$ cat src/rtl/qam_mod_pkg.sv
// Shared types and helpers for the M-QAM modulator: FSM state, level width and Gray decode.
package qam_mod_pkg;

    typedef enum logic {
        IDLE = 1'b0,
        RUN  = 1'b1
    } state_t;

    // Signed width that holds +/-(2^B - 1) * scale.
    function automatic int lvl_width(input int b, input int scale);
        return b + $clog2(scale + 1) + 1;
    endfunction

    // Magnitude codes are at most 3 bits wide; upper zero bits decode to zero.
    function automatic logic [3:0] gray2bin(input logic [3:0] x);
        logic [3:0] b;
        b[3] = x[3];
        for (int i = 2; i >= 0; i--) begin
            b[i] = b[i+1] ^ x[i];
        end
        return b;
    endfunction

endpackage

$ cat src/rtl/qam_level_map.sv
// Combinational per-axis mapper: sign bit plus (optionally Gray-coded) magnitude to +/-(2m+1)*SCALE.
module qam_level_map
    import qam_mod_pkg::*;
#(
    parameter int BITS_PER_AXIS = 2,
    parameter int SCALE         = 1,
    parameter int GRAY_EN       = 0,
    parameter int LVL_W         = 4
) (
    input  logic [BITS_PER_AXIS-1:0] bits,
    output logic signed [LVL_W-1:0]  level
);

    logic [3:0]              m;
    logic signed [LVL_W-1:0] mag;

    if (BITS_PER_AXIS == 1) begin : g_bpsk
        assign m = '0;
    end else begin : g_multi
        logic [3:0] code;
        assign code = 4'(bits[BITS_PER_AXIS-2:0]);
        assign m    = (GRAY_EN != 0) ? gray2bin(code) : code;
    end

    assign mag   = LVL_W'((32'(m) * 32'd2 + 32'd1) * 32'(SCALE));
    assign level = bits[BITS_PER_AXIS-1] ? -mag : mag;

endmodule

$ cat src/rtl/qam_mod_pipe.sv
// M-QAM modulator: holds each accepted symbol for SPS carrier samples and mixes the
// I/Q levels with sin/cos through a two-stage multiply/add pipeline.
module qam_mod_pipe
    import qam_mod_pkg::*;
#(
    parameter int BITS_PER_AXIS = 2,
    parameter int CARRIER_W     = 16,
    parameter int SCALE         = 1,
    parameter int SPS           = 1,
    parameter int GRAY_EN       = 0,
    localparam int SYM_W        = 2 * BITS_PER_AXIS,
    localparam int LVL_W        = lvl_width(BITS_PER_AXIS, SCALE),
    localparam int OUT_W        = LVL_W + CARRIER_W + 1
) (
    input  logic                        clk,
    input  logic                        rst,
    input  logic                        start,
    input  logic                        stop,
    input  logic [SYM_W-1:0]            sym_data,
    input  logic                        sym_valid,
    output logic                        sym_ready,
    input  logic signed [CARRIER_W-1:0] sin,
    input  logic signed [CARRIER_W-1:0] cos,
    output logic signed [OUT_W-1:0]     mixed_output,
    output logic                        out_valid,
    output logic                        underflow,
    output logic                        busy
);

    localparam int PROD_W = LVL_W + CARRIER_W;
    localparam int CNT_W  = (SPS > 1) ? $clog2(SPS) : 1;
    localparam logic [CNT_W-1:0] CNT_LAST = CNT_W'(SPS - 1);

    state_t                    state_reg, state_next;
    logic                      stop_pend_reg, stop_pend_next;
    logic [CNT_W-1:0]          sps_cnt_reg;
    logic signed [LVL_W-1:0]   i_lvl_reg, q_lvl_reg, i_map, q_map;
    logic signed [PROD_W-1:0]  p_i_reg, p_q_reg;
    logic                      run_d1_reg;
    logic                      boundary;
    logic [BITS_PER_AXIS-1:0]  i_bits, q_bits;

    // I takes the odd bit positions, Q the even ones; MSB of each axis is its sign.
    for (genvar gi = 0; gi < BITS_PER_AXIS; gi++) begin : g_split
        assign i_bits[gi] = sym_data[2*gi+1];
        assign q_bits[gi] = sym_data[2*gi];
    end

    qam_level_map #(
        .BITS_PER_AXIS(BITS_PER_AXIS), .SCALE(SCALE), .GRAY_EN(GRAY_EN), .LVL_W(LVL_W)
    ) u_map_i (.bits(i_bits), .level(i_map));

    qam_level_map #(
        .BITS_PER_AXIS(BITS_PER_AXIS), .SCALE(SCALE), .GRAY_EN(GRAY_EN), .LVL_W(LVL_W)
    ) u_map_q (.bits(q_bits), .level(q_map));

    assign boundary = (state_reg == RUN) && (sps_cnt_reg == CNT_LAST);

    always_ff @(posedge clk or negedge rst) begin
        if (!rst) begin
            state_reg     <= IDLE;
            stop_pend_reg <= 1'b0;
        end else begin
            state_reg     <= state_next;
            stop_pend_reg <= stop_pend_next;
        end
    end

    // A stop seen on a boundary cycle is only honoured at the next boundary.
    always_comb begin
        state_next     = state_reg;
        stop_pend_next = stop_pend_reg;
        case (state_reg)
            IDLE: if (start) state_next = RUN;
            RUN: begin
                if (boundary && stop_pend_reg) begin
                    state_next     = IDLE;
                    stop_pend_next = 1'b0;
                end else if (stop) begin
                    stop_pend_next = 1'b1;
                end
            end
            default: state_next = IDLE;
        endcase
    end

    always_comb begin
        sym_ready = boundary && !stop_pend_reg;
        underflow = boundary && !stop_pend_reg && !sym_valid;
        busy      = (state_reg == RUN) || run_d1_reg || out_valid;
    end

    always_ff @(posedge clk or negedge rst) begin
        if (!rst) begin
            sps_cnt_reg <= '0;
            i_lvl_reg   <= '0;
            q_lvl_reg   <= '0;
        end else if (state_reg == IDLE) begin
            if (start) begin
                sps_cnt_reg <= CNT_LAST;
                i_lvl_reg   <= '0;
                q_lvl_reg   <= '0;
            end
        end else begin
            sps_cnt_reg <= boundary ? '0 : sps_cnt_reg + CNT_W'(1);
            if (boundary) begin
                if (sym_ready && sym_valid) begin
                    i_lvl_reg <= i_map;
                    q_lvl_reg <= q_map;
                end else begin
                    i_lvl_reg <= '0;
                    q_lvl_reg <= '0;
                end
            end
        end
    end

    // Widths are sized so the products and their sum can never overflow.
    always_ff @(posedge clk or negedge rst) begin
        if (!rst) begin
            p_i_reg      <= '0;
            p_q_reg      <= '0;
            mixed_output <= '0;
            run_d1_reg   <= 1'b0;
            out_valid    <= 1'b0;
        end else begin
            p_i_reg      <= PROD_W'(i_lvl_reg) * PROD_W'(sin);
            p_q_reg      <= PROD_W'(q_lvl_reg) * PROD_W'(cos);
            mixed_output <= OUT_W'(p_i_reg) + OUT_W'(p_q_reg);
            run_d1_reg   <= (state_reg == RUN);
            out_valid    <= run_d1_reg;
        end
    end

endmodule

$ cat config.mk
export PLATFORM = sky130hd
export DESIGN_NAME = qam_mod_pipe
export DESIGN_NICKNAME = d
export VERILOG_FILES = /design/src/rtl/qam_mod_pkg.sv /design/src/rtl/qam_level_map.sv /design/src/rtl/qam_mod_pipe.sv
export SDC_FILE = /design/constraint.sdc
export NUM_CORES = 1
export LEC_CHECK = 0
export ABC_CLOCK_PERIOD_IN_PS = 5900
export CORE_ASPECT_RATIO = 0.8
export CORE_MARGIN = 8
export CORE_UTILIZATION = 35
export DETAILED_ROUTE_END_ITERATION = 16
export PLACE_DENSITY = 0.5
export SYNTH_ARGS = -nofsm -noshare
export SYNTH_HDL_FRONTEND = slang
export SYNTH_SLANG_ARGS = --single-unit
$ cat constraint.sdc
create_clock -name clk -period 5.9 [get_ports clk]
set_input_delay 0.59 -clock clk [delete_from_list [all_inputs] [get_ports clk]]
set_output_delay 0.59 -clock clk [all_outputs]
set_load 0.02 [all_outputs]
* Word-level counts from Yosys, hierarchy flattened
Cells that the tools add are included.
** Operators by class
- Add/sub/neg operators :: 6
- Equal/unequal tests :: 1
- Bitwise logic cells :: 2
- $mul :: 2
- Reductions and logical operators :: 13
- Mux-type cells :: 17
** Operator list (count)
- $mul A4 B16 Y20 :: 2
- $mux W4 :: 9
- $add A20 B20 Y21 :: 1
- $neg A3 Y4 :: 2
- $mux W1 :: 7
- $add A2 B1 Y3 const B :: 2
- $logic_and A1 B1 Y1 :: 5
- $reduce_and A2 Y1 :: 2
- $reduce_bool A2 Y1 :: 2
- $logic_not A1 Y1 :: 2
- $logic_or A1 B1 Y1 :: 2
- $ne A2 B1 Y1 const B :: 1
- $not A1 Y1 :: 2
- $pmux W1 S2 :: 1
- $add A1 B1 Y1 const B :: 1
** Word-level totals
- Word-level logic and storage cells :: 51
- Register bits :: 74
- Bits of input ports :: 41
- Output and inout bits :: 25

* Depth between registers and ports, before layout
Gate-level depths: netlist of run 1.
- Depth in word-level cells :: 7
- Depth in mapped cells :: 16
- Depth with buffers taken out :: 15

* Hierarchy
From an unflattened synthesis of run 1, not the netlist that was laid out.
** Unflattened totals
- Cell total of the unflattened synthesis :: 708
- Area, all modules :: 7214.4 µm²
** Modules (own cells, without submodules)
- qam_mod_pipe :: cells each 698, area an instance 7144.4 µm², sequential area each 1851.8 µm², times used 1
- qam_level_map :: cells each 5, area an instance 35.0 µm², sequential area each 0.0 µm², times used 2

* Worst setup path after synthesis of run 1
No wires, ideal clock.
- Path kind :: input-to-reg
- Start point :: input sin[0]
- End point :: register p_i_reg[19]
- Setup slack :: 1963 ps
- Stages :: 14
- Required time :: 5773 ps
- Arrival :: 3810 ps
- Path buffers :: 0
- Library setup time :: 127 ps
- Cell sequence :: nand2b_1 -> fa_1 -> fa_1 -> fa_1 -> inv_1 -> ha_1 -> inv_1 -> fa_1 -> nand2b_1 -> a21oi_1 -> nor4b_2 -> o221ai_1 -> o221ai_1 -> xnor2_1
** On the way
- Longest elaborated chain between the ends :: 1
** RTL lines
- start: declaration :: RTL line qam_mod_pipe.sv:22 : input logic signed [CARRIER_W-1:0] sin,
- $mul A4 B16 Y20 :: RTL line qam_mod_pipe.sv:127 : p_i_reg <= PROD_W'(i_lvl_reg) * PROD_W'(sin);
- end signal: assignment :: RTL line qam_mod_pipe.sv:127
- end: declaration :: RTL line qam_mod_pipe.sv:38 : logic signed [PROD_W-1:0] p_i_reg, p_q_reg;
No other way between the ends.
A chain may end at the register's enable or synchronous reset.

* Worst setup path in the final report of run 1
- Start point :: register i_lvl_reg[2]
- End point :: register p_i_reg[19]
** On the way
- Longest elaborated chain between the ends :: 1
** RTL lines
- start: declaration :: RTL line qam_mod_pipe.sv:37 : logic signed [LVL_W-1:0] i_lvl_reg, q_lvl_reg, i_map, q_map;
- start signal: assignment :: RTL line qam_mod_pipe.sv:108 : i_lvl_reg <= i_map;
- $mul A4 B16 Y20 :: RTL line qam_mod_pipe.sv:127
No other way between the ends.

==> flow_summary.rst, run 1 <==
.. list-table::
   :header-rows: 1

   * - Metric
     - Value
   * - Critical path buffers and inverters
     - 2
   * - Cell count after synthesis
     - 732
   * - Run status
     - finished, final reports clean
   * - Switching share of power
     - 0.441
   * - Number of max-slew violations in the final report
     - 0
   * - Cell Chain, Critical Path
     - inv_1, nor2_1, fa_1, fa_1, ha_1, inv_1, fa_1, nand2b_1, a21oi_1, nor4b_2, o221ai_1, o221ai_1, xnor2_1
   * - Relative contribution of sequential cells to total power
     - 0.217
   * - Overflow after GRT
     - 0
   * - Hold slack final
     - approximately 370 ps
   * - Critical Path Slowest Stage Cell
     - dfrtp_1
   * - Area used by sequential logic in the layout
     - 1780 um2
   * - Met1 Resource Use GR
     - 0.171
   * - Ant diodes
     - 0
   * - Number of fillers in the final layout
     - just under 2000
   * - Final-layout setup total negative slack
     - 0 ps
   * - Total DRC errors in the routed layout
     - 0
   * - Met3 Use GR
     - 0.0296
   * - Area growth from synthesis to final layout
     - 16.9%
   * - Net count after synthesis
     - slightly above 900
   * - Number of sinks driven by the clock tree
     - 71
   * - Fraction of final layout cells with drive strength greater than 1
     - 0.0453
   * - Worst clock skew on the final layout
     - approximately 8.2 ps
   * - Yosys cell types
     - 64
   * - Synth Cell Area
     - about 7300 um2
   * - Port-buffer cells
     - 65
   * - Setup crit start kind
     - register
   * - Worst-margin pin slew
     - around 870 ps
   * - Insertion delay of the later-clocked pin in the worst-skew pair
     - 340 ps
   * - Global-route wire length before repair
     - around 26000 um
   * - Effective utilization at floorplan
     - 0.355
   * - Arrival time reported for the critical path endpoint
     - 4740 ps
   * - Max Freq
     - around 220 MHz
   * - Placer congestion estimate
     - 0.797
   * - RSZ-0062 raised after global routing
     - false
   * - Hold-fix buffers, CTS
     - 0
   * - Number of antenna violations at the first check in global routing
     - 0
   * - Total routed wirelength
     - 15000 um
   * - Height of the die
     - around 140 um
   * - Leakage dissipation
     - between 4 and 5 nW
   * - Category of the critical setup timing path
     - register to register
   * - Total number of H-tree levels
     - 3
   * - Average wire per standard cell
     - roughly 14 um
   * - Predominant post-synthesis flop cell
     - dfrtp_1
   * - Final critical delay including setup and external delays
     - roughly 4500 ps
   * - Largest register FFs
     - 21
   * - Number of buffers inserted by post-CTS setup repair
     - 0
   * - Overall die area
     - 25700 um2
   * - Number of vias in the routed layout
     - 5281
   * - Vias per inst
     - 4.97
   * - Top cells by area, synth
     - dfrtp_1 24%, fa_1 19%, ha_1 15%, and2_1 7.1%, xnor2_1 4.3%
   * - Detailed Routing Iterations Pass 1
     - 4
   * - Total of flip-flops plus latches after synthesis
     - 71
   * - CP Data Required Time
     - around 6100 ps
   * - Cell type with the highest aggregate area in the netlist
     - dfrtp_1
   * - Number of top-level pins
     - 66
   * - Cell type with the highest occurrence count on the critical path
     - fa_1
   * - VDD IR max
     - between 0.2 and 0.25 mV
   * - Clock Path Buffers
     - 2
   * - Power spent charging and discharging nets
     - approximately 1.7 mW
   * - Final number of setup-violating endpoints
     - 0
   * - Commonest non-fill, non-tap cells in the layout
     - 90 x ha_1, 83 x and2_1, 71 x dfrtp_1
   * - Largest net degree at the start of global routing
     - approximately 70
   * - Internal cell power
     - 2.19 mW
   * - Pwr dens
     - roughly 460 nW/um2
   * - Crit. End Element
     - register
   * - Clock tree root driver cell
     - clkbuf_16
   * - Worst slew margin relative to its limit
     - 0.418
   * - Final core utilization
     - 0.415
   * - Number of enable flip-flop cells after synthesis
     - 0
   * - Number of hold violations in the final report
     - 0
   * - Number of global-route vias before repair
     - approximately 5500
   * - Nets
     - 989
   * - Cell type group with the largest total delay on the critical path
     - adder cells
   * - Violation count after the first detailed-routing iteration
     - ~170
   * - Share of Yosys cell area claimed by the top area cell type
     - 0.244
   * - Total power consumption of the routed design
     - 3.91 mW
   * - Synthesized area per cell
     - approximately 10 um2
   * - Die Wd
     - about 180 um
   * - Synth async-reset ratio
     - 1.00
   * - Busiest layer in global routing
     - met2
   * - Max-capacitance violation count
     - 0
   * - Residual antenna-violating net count after detailed routing
     - 0
   * - Post-detail-place hpwl
     - approximately 13000 um
   * - Clock tree from TritonCTS
     - yes
   * - Most frequent standard cell in the layout excluding fill and tap cells
     - ha_1
   * - Overall track demand over capacity in global routing
     - 0.121
   * - Cts repair resizes
     - 0
   * - Core Box Area
     - a little over 20000 um2
   * - Fraction of the cycle the final worst path needs
     - 0.767
   * - Number of cell rows
     - 47
   * - GR Util met2
     - 0.186
   * - Share of total power in the clock network
     - 0.148
   * - Maximum fanout count along the critical path
     - 22
   * - Combinational fraction of design power
     - 0.635
   * - Clock Pin Slew Worst Setup and Hold Paths
     - roughly 60 ps
   * - Clock buffer count from CTS
     - 9
   * - Worst hold path class
     - primary input to async pin
   * - Footprint of the multi-input gates
     - 5190 um2
   * - Sequential cell area fraction in the yosys report
     - 0.244
   * - Max incr delay on CP
     - ~740 ps
   * - Warnings from Yosys
     - 0
==> synth_stat cells (3+ instances only) <==
master / count
a31oi_1: 8
a22o_1: 4
nand4_1: 6
o21ai_0: 18
nor2b_1: 18
nand3_1: 14
and2_1: 83
xnor2_1: 36
ha_1: 90
dfrtp_1: 71
fa_1: 69
o21bai_1: 5
or2_2: 3
o211ai_1: 4
o21a_1: 6
buf_2: 5
o21ai_1: 5
a211oi_1: 7
a21boi_0: 4
o221ai_1: 4
xor2_1: 11
nor3_1: 10
nor2_1: 36
inv_1: 57
nand3b_1: 3
nand2b_1: 12
a21o_1: 14
a21oi_1: 40
clkbuf_1: 14
a21oi_2: 4
nand2_1: 34
==> metal layers <==
metal / wire length [um] / vias up
li1: - / 2616
met1: 7630 / 2566
met2: 6530 / 88
met3: 665 / 11
met4: 146 / 0
met5: 0 / -
==> worst register-to-register path: stages, from the launching register on <==
cell	delay, ps
dfrtp_1	740
inv_1	440
nor2_1	250
fa_1	440
fa_1	490
ha_1	310
inv_1	60
fa_1	450
nand2b_1	180
a21oi_1	260
nor4b_2	90
o221ai_1	320
o221ai_1	210
xnor2_1	150
==> kinds of logic (layout without fill, tap and decap cells) <==
group                    count (synthesis)  in the layout  synth area share
AO/OA/AOI/OAI                          144            144             0.135
buffers and inverters                   78            140            0.0423
adder cells (fa/ha/maj)                159            159             0.344
XOR/XNOR                                47             47            0.0565
multiplexers                             1              1           0.00138
AND/OR/NAND/NOR                        232            232             0.177
flip-flops                              71             71             0.244
==> through the flow <==
step	area [um2]	cells	setup WS, ps
floorplan	7280	732	1960
global placement	8190	1047	1220
detailed placement	8190	1047	1140
CTS	8510	1063	1420
global route	8510	1063	1110
finish	8510	1063	1380
==> power groups by stage <==
| stage | Combinational, mW | Clock, mW | Sequential, mW |
|---|---|---|---|
| finish | 2.48 | 0.578 | 0.849 |
| global route | 2.83 | 0.616 | 0.878 |
| CTS | 2.53 | 0.590 | 0.857 |
| detailed placement | 2.51 | 0 | 0.863 |
| global placement | 2.48 | 0 | 0.864 |
| floorplan | 1.80 | 0 | 0.883 |
==> area by class of cell <==
class                      count  area share
clock buffer                  10      0.0269
clock inverter                 6      0.0110
inverter                      57      0.0251
multi-input combinational    583       0.611
sequential                    71       0.209
tap                          269      0.0396
timing repair buffer          67      0.0779
==> path summary, 6_finish.rpt <==
path / to / slack, ps / depth (start not counted) / start
min in group clk: out_valid / 380 / 0 / run_d1_reg
min: mixed_output[14] / 370 / 1 / rst
min reg2reg: out_valid / 380 / 0 / run_d1_reg
max in group asynchronous: p_q_reg[2] / 4960 / 1 / rst
max reg2reg: p_i_reg[19] / 1380 / 13 / i_lvl_reg[2]
max: p_i_reg[19] / 1380 / 13 / i_lvl_reg[2]
Power figures use the tool's default switching activity.
==> run 2: changes to the inputs <==
Settings changed: ABC_CLOCK_PERIOD_IN_PS 5900 to 3900, PLACE_DENSITY 0.5 to 0.52.
Clock period 5.9 ns to 3.9 ns, I/O delays scaled along.
==> run 2 against run 1 <==
Combinational power increased by 68%. Final cell count increased by 5.1%. Worst hold slack got worse by 200 ps. Fmax increased by 21%. Clock power increased by 39%. Critical path depth unchanged. Worst setup slack got worse by 1200 ps. Wire length increased by 1.5%. Core utilization increased by 2.7 points. Sequential share of layout area decreased by 1.3 points. Global-route usage increased by 0.21 points. Die area unchanged. Critical path type unchanged. Critical endpoint is now p_q_reg[17]. Highest routed layer unchanged.
==> flow_summary.rst, run 2 (synthesized netlist as in run 1, its figures left out) <==
.. list-table::
   :header-rows: 1

   * - Metric
     - Value
   * - Highest metal layer with signal wires
     - met4
   * - Number of global-route vias before repair
     - 5802 (+5.4%)
   * - Die Wd
     - 177 um (unchanged)
   * - Number of max-slew violations in the final report
     - 0 (unchanged)
   * - Most frequent standard cell in the layout excluding fill and tap cells
     - ha_1
   * - Worst hold path class
     - primary input to async pin
   * - Clock Path Buffers
     - 2 (unchanged)
   * - Number of fillers in the final layout
     - 1972 (-0.55%)
   * - Average wire per standard cell
     - 13.6 um (-3.4%)
   * - VDD IR max
     - 0.394 mV (+81%)
   * - Met3 wire length
     - 734 um (+10%)
   * - Ant diodes
     - 0 (unchanged)
   * - Maximum fanout count along the critical path
     - 4 (-82%)
   * - Worst clock skew on the final layout
     - 7.73 ps (-0.444 ps)
   * - FF-to-FF setup slack
     - 150 ps (-1220 ps)
   * - Total routed wirelength
     - 15200 um (+1.5%)
   * - Number of sinks driven by the clock tree
     - 71 (unchanged)
   * - Cell count of the worst reg-to-reg path
     - 13 (unchanged)
   * - CP Data Required Time
     - 4160 ps (-1950 ps)
   * - Placer congestion estimate
     - 0.806 (+1.1%)
   * - Port-buffer cells
     - 65 (unchanged)
   * - Detailed Routing Iterations Pass 1
     - 7 (+3)
   * - Number of top-level pins
     - 66 (unchanged)
   * - Total power consumption of the routed design
     - 6.20 mW (+59%)
   * - Max-capacitance violation count
     - 0 (unchanged)
   * - Worst slew margin relative to its limit
     - 0.416 (-0.00149)
   * - Area growth from synthesis to final layout
     - 24.5%
   * - Height of the die
     - 145 um (unchanged)
   * - Residual antenna-violating net count after detailed routing
     - 0 (unchanged)
   * - Setup crit start kind
     - register
   * - Worst-margin pin slew
     - 876 ps (+2.23 ps)
   * - Number of cell rows
     - 47 (unchanged)
   * - Effective utilization at floorplan
     - 0.355 (unchanged)
   * - Hold slack final
     - 167 ps (-201 ps)
   * - Run status
     - finished, final reports clean
   * - Number of antenna violations at the first check in global routing
     - 0 (unchanged)
   * - Hold-fix buffers, CTS
     - 0 (unchanged)
   * - Overall track demand over capacity in global routing
     - 0.124 (+0.00212)
   * - Clock buffer count from CTS
     - 9 (unchanged)
   * - Insertion delay of the later-clocked pin in the worst-skew pair
     - 330 ps (about the same)
   * - Total DRC errors in the routed layout
     - 0 (unchanged)
   * - Number of vias in the routed layout
     - 5499 (+4.1%)
   * - Clock Pin Slew Worst Setup and Hold Paths
     - 60 ps (about the same)
   * - Max Freq
     - 267 MHz (+21%)
   * - Origin of the critical flop-to-flop path
     - q_lvl_reg[2]
   * - Overflow after GRT
     - 0 (unchanged)
   * - Total number of H-tree levels
     - 3 (unchanged)
   * - Violation count after the first detailed-routing iteration
     - 266 (+59%)
   * - Core Box Area
     - 20500 um2 (unchanged)
   * - Category of the critical setup timing path
     - register to register
   * - Largest net degree at the start of global routing
     - 72 (unchanged)
   * - Final number of setup-violating endpoints
     - 0 (unchanged)
   * - Fraction of the cycle the final worst path needs
     - 0.960 (+0.194)
   * - Post-detail-place hpwl
     - 12700 um (+1.6%)
   * - Leakage dissipation
     - 4.49 nW (+7.5%)
   * - Met1 wire length
     - 7530 um (-1.3%)
   * - Reg2Reg Capture Point
     - p_q_reg[17]
   * - Number of hold violations in the final report
     - 0 (unchanged)
   * - Clock tree from TritonCTS
     - yes
   * - Crit. End Element
     - register
   * - Nets
     - 1043 (+5.5%)
   * - Clock tree root driver cell
     - clkbuf_16
   * - Arrival time reported for the critical path endpoint
     - 4000 ps (-740 ps)
   * - Global-route wire length before repair
     - 27000 um (+3.3%)
   * - Fraction of final layout cells with drive strength greater than 1
     - 0.138 (+0.0926)
   * - Commonest non-fill, non-tap cells in the layout
     - 87 x ha_1, 83 x and2_1, 69 x dfrtp_1
   * - Pwr dens
     - 684 nW/um2 (+49%)
   * - Largest register FFs
     - 21 (unchanged)
   * - Vias per inst
     - 4.92 (-0.91%)
   * - Overall die area
     - 25700 um2 (unchanged)
   * - Final critical delay including setup and external delays
     - 3750 ps (-777 ps)
   * - Routed wl met2
     - 6870 um (+5.2%)
## run 2: power by group
group	total [mW]	switching, mW	internal, mW
Combinational	4.16	2.25	1.91
Clock	0.805	0.297	0.508
Sequential	1.24	0.152	1.08
## run 2: timing repair
item,in CTS,in global routing
resized for setup,10,25
setup buffers,2,0
setup endpoints to repair,6,15
pin swaps,2,12
## run 2: cell type report
cell class                      instances  area (um2)  area share
Multi-Input combinational cell        583        5360       0.591
Sequential cell                        71        1780       0.196
Timing Repair Buffer                  121        1080       0.119
Tap cell                              269         337      0.0371
Clock buffer                           10         239      0.0264
Inverter                               57         214      0.0236
Clock inverter                          6        60.1     0.00663
## run 2: how the worst max path moves through the flow
stage          cells after the start         start     endpoint  slack, ps
6_report                          13  q_lvl_reg[2]  p_q_reg[17]        150
5_1_grt                           14  i_lvl_reg[2]  p_i_reg[14]         -8
4_1_cts                           15        sin[0]  p_i_reg[19]        -40
3_5_place_dp                      15        sin[0]  p_i_reg[19]       -560
3_3_place_gp                      15        sin[0]  p_i_reg[19]       -500
2_1_floorplan                     15  i_lvl_reg[2]  p_i_reg[19]         10
## run 2: stage by stage
step | util | instance area (um2) | worst slack, ps | cells | setup TNS (ps)
4_1_cts | 0.435 | 8930 | -37.5 | 1117 | -37.5
6_report | 0.442 | 9060 | 155 | 1117 | 0
2_1_floorplan | - | 7280 | 12.6 | 732 | 0
3_3_place_gp | 0.419 | 8590 | -496 | 1099 | -3800
3_5_place_dp | 0.419 | 8590 | -561 | 1099 | -4740
5_1_grt | 0.442 | 9060 | -7.96 | 1117 | -13.3
## run 2: worst max-delay path, stage by stage (launching register included)
cell and delay (ps):
dfrtp_2 440, nand2_2 80, fa_1 470, fa_1 500, inv_1 50, fa_1 430, ha_2 200, fa_2 380
a21oi_4 180, o21ai_2 100, a211oi_4 280, o21ai_2 80, or4_1 410, nand3_1 80
## run 2: per-layer routing
metal,global-route usage,vias to the layer above
met5,0,-
met4,0.0130,0
met3,0.0319,4
met2,0.195,87
met1,0.173,2680
li1,-,2728
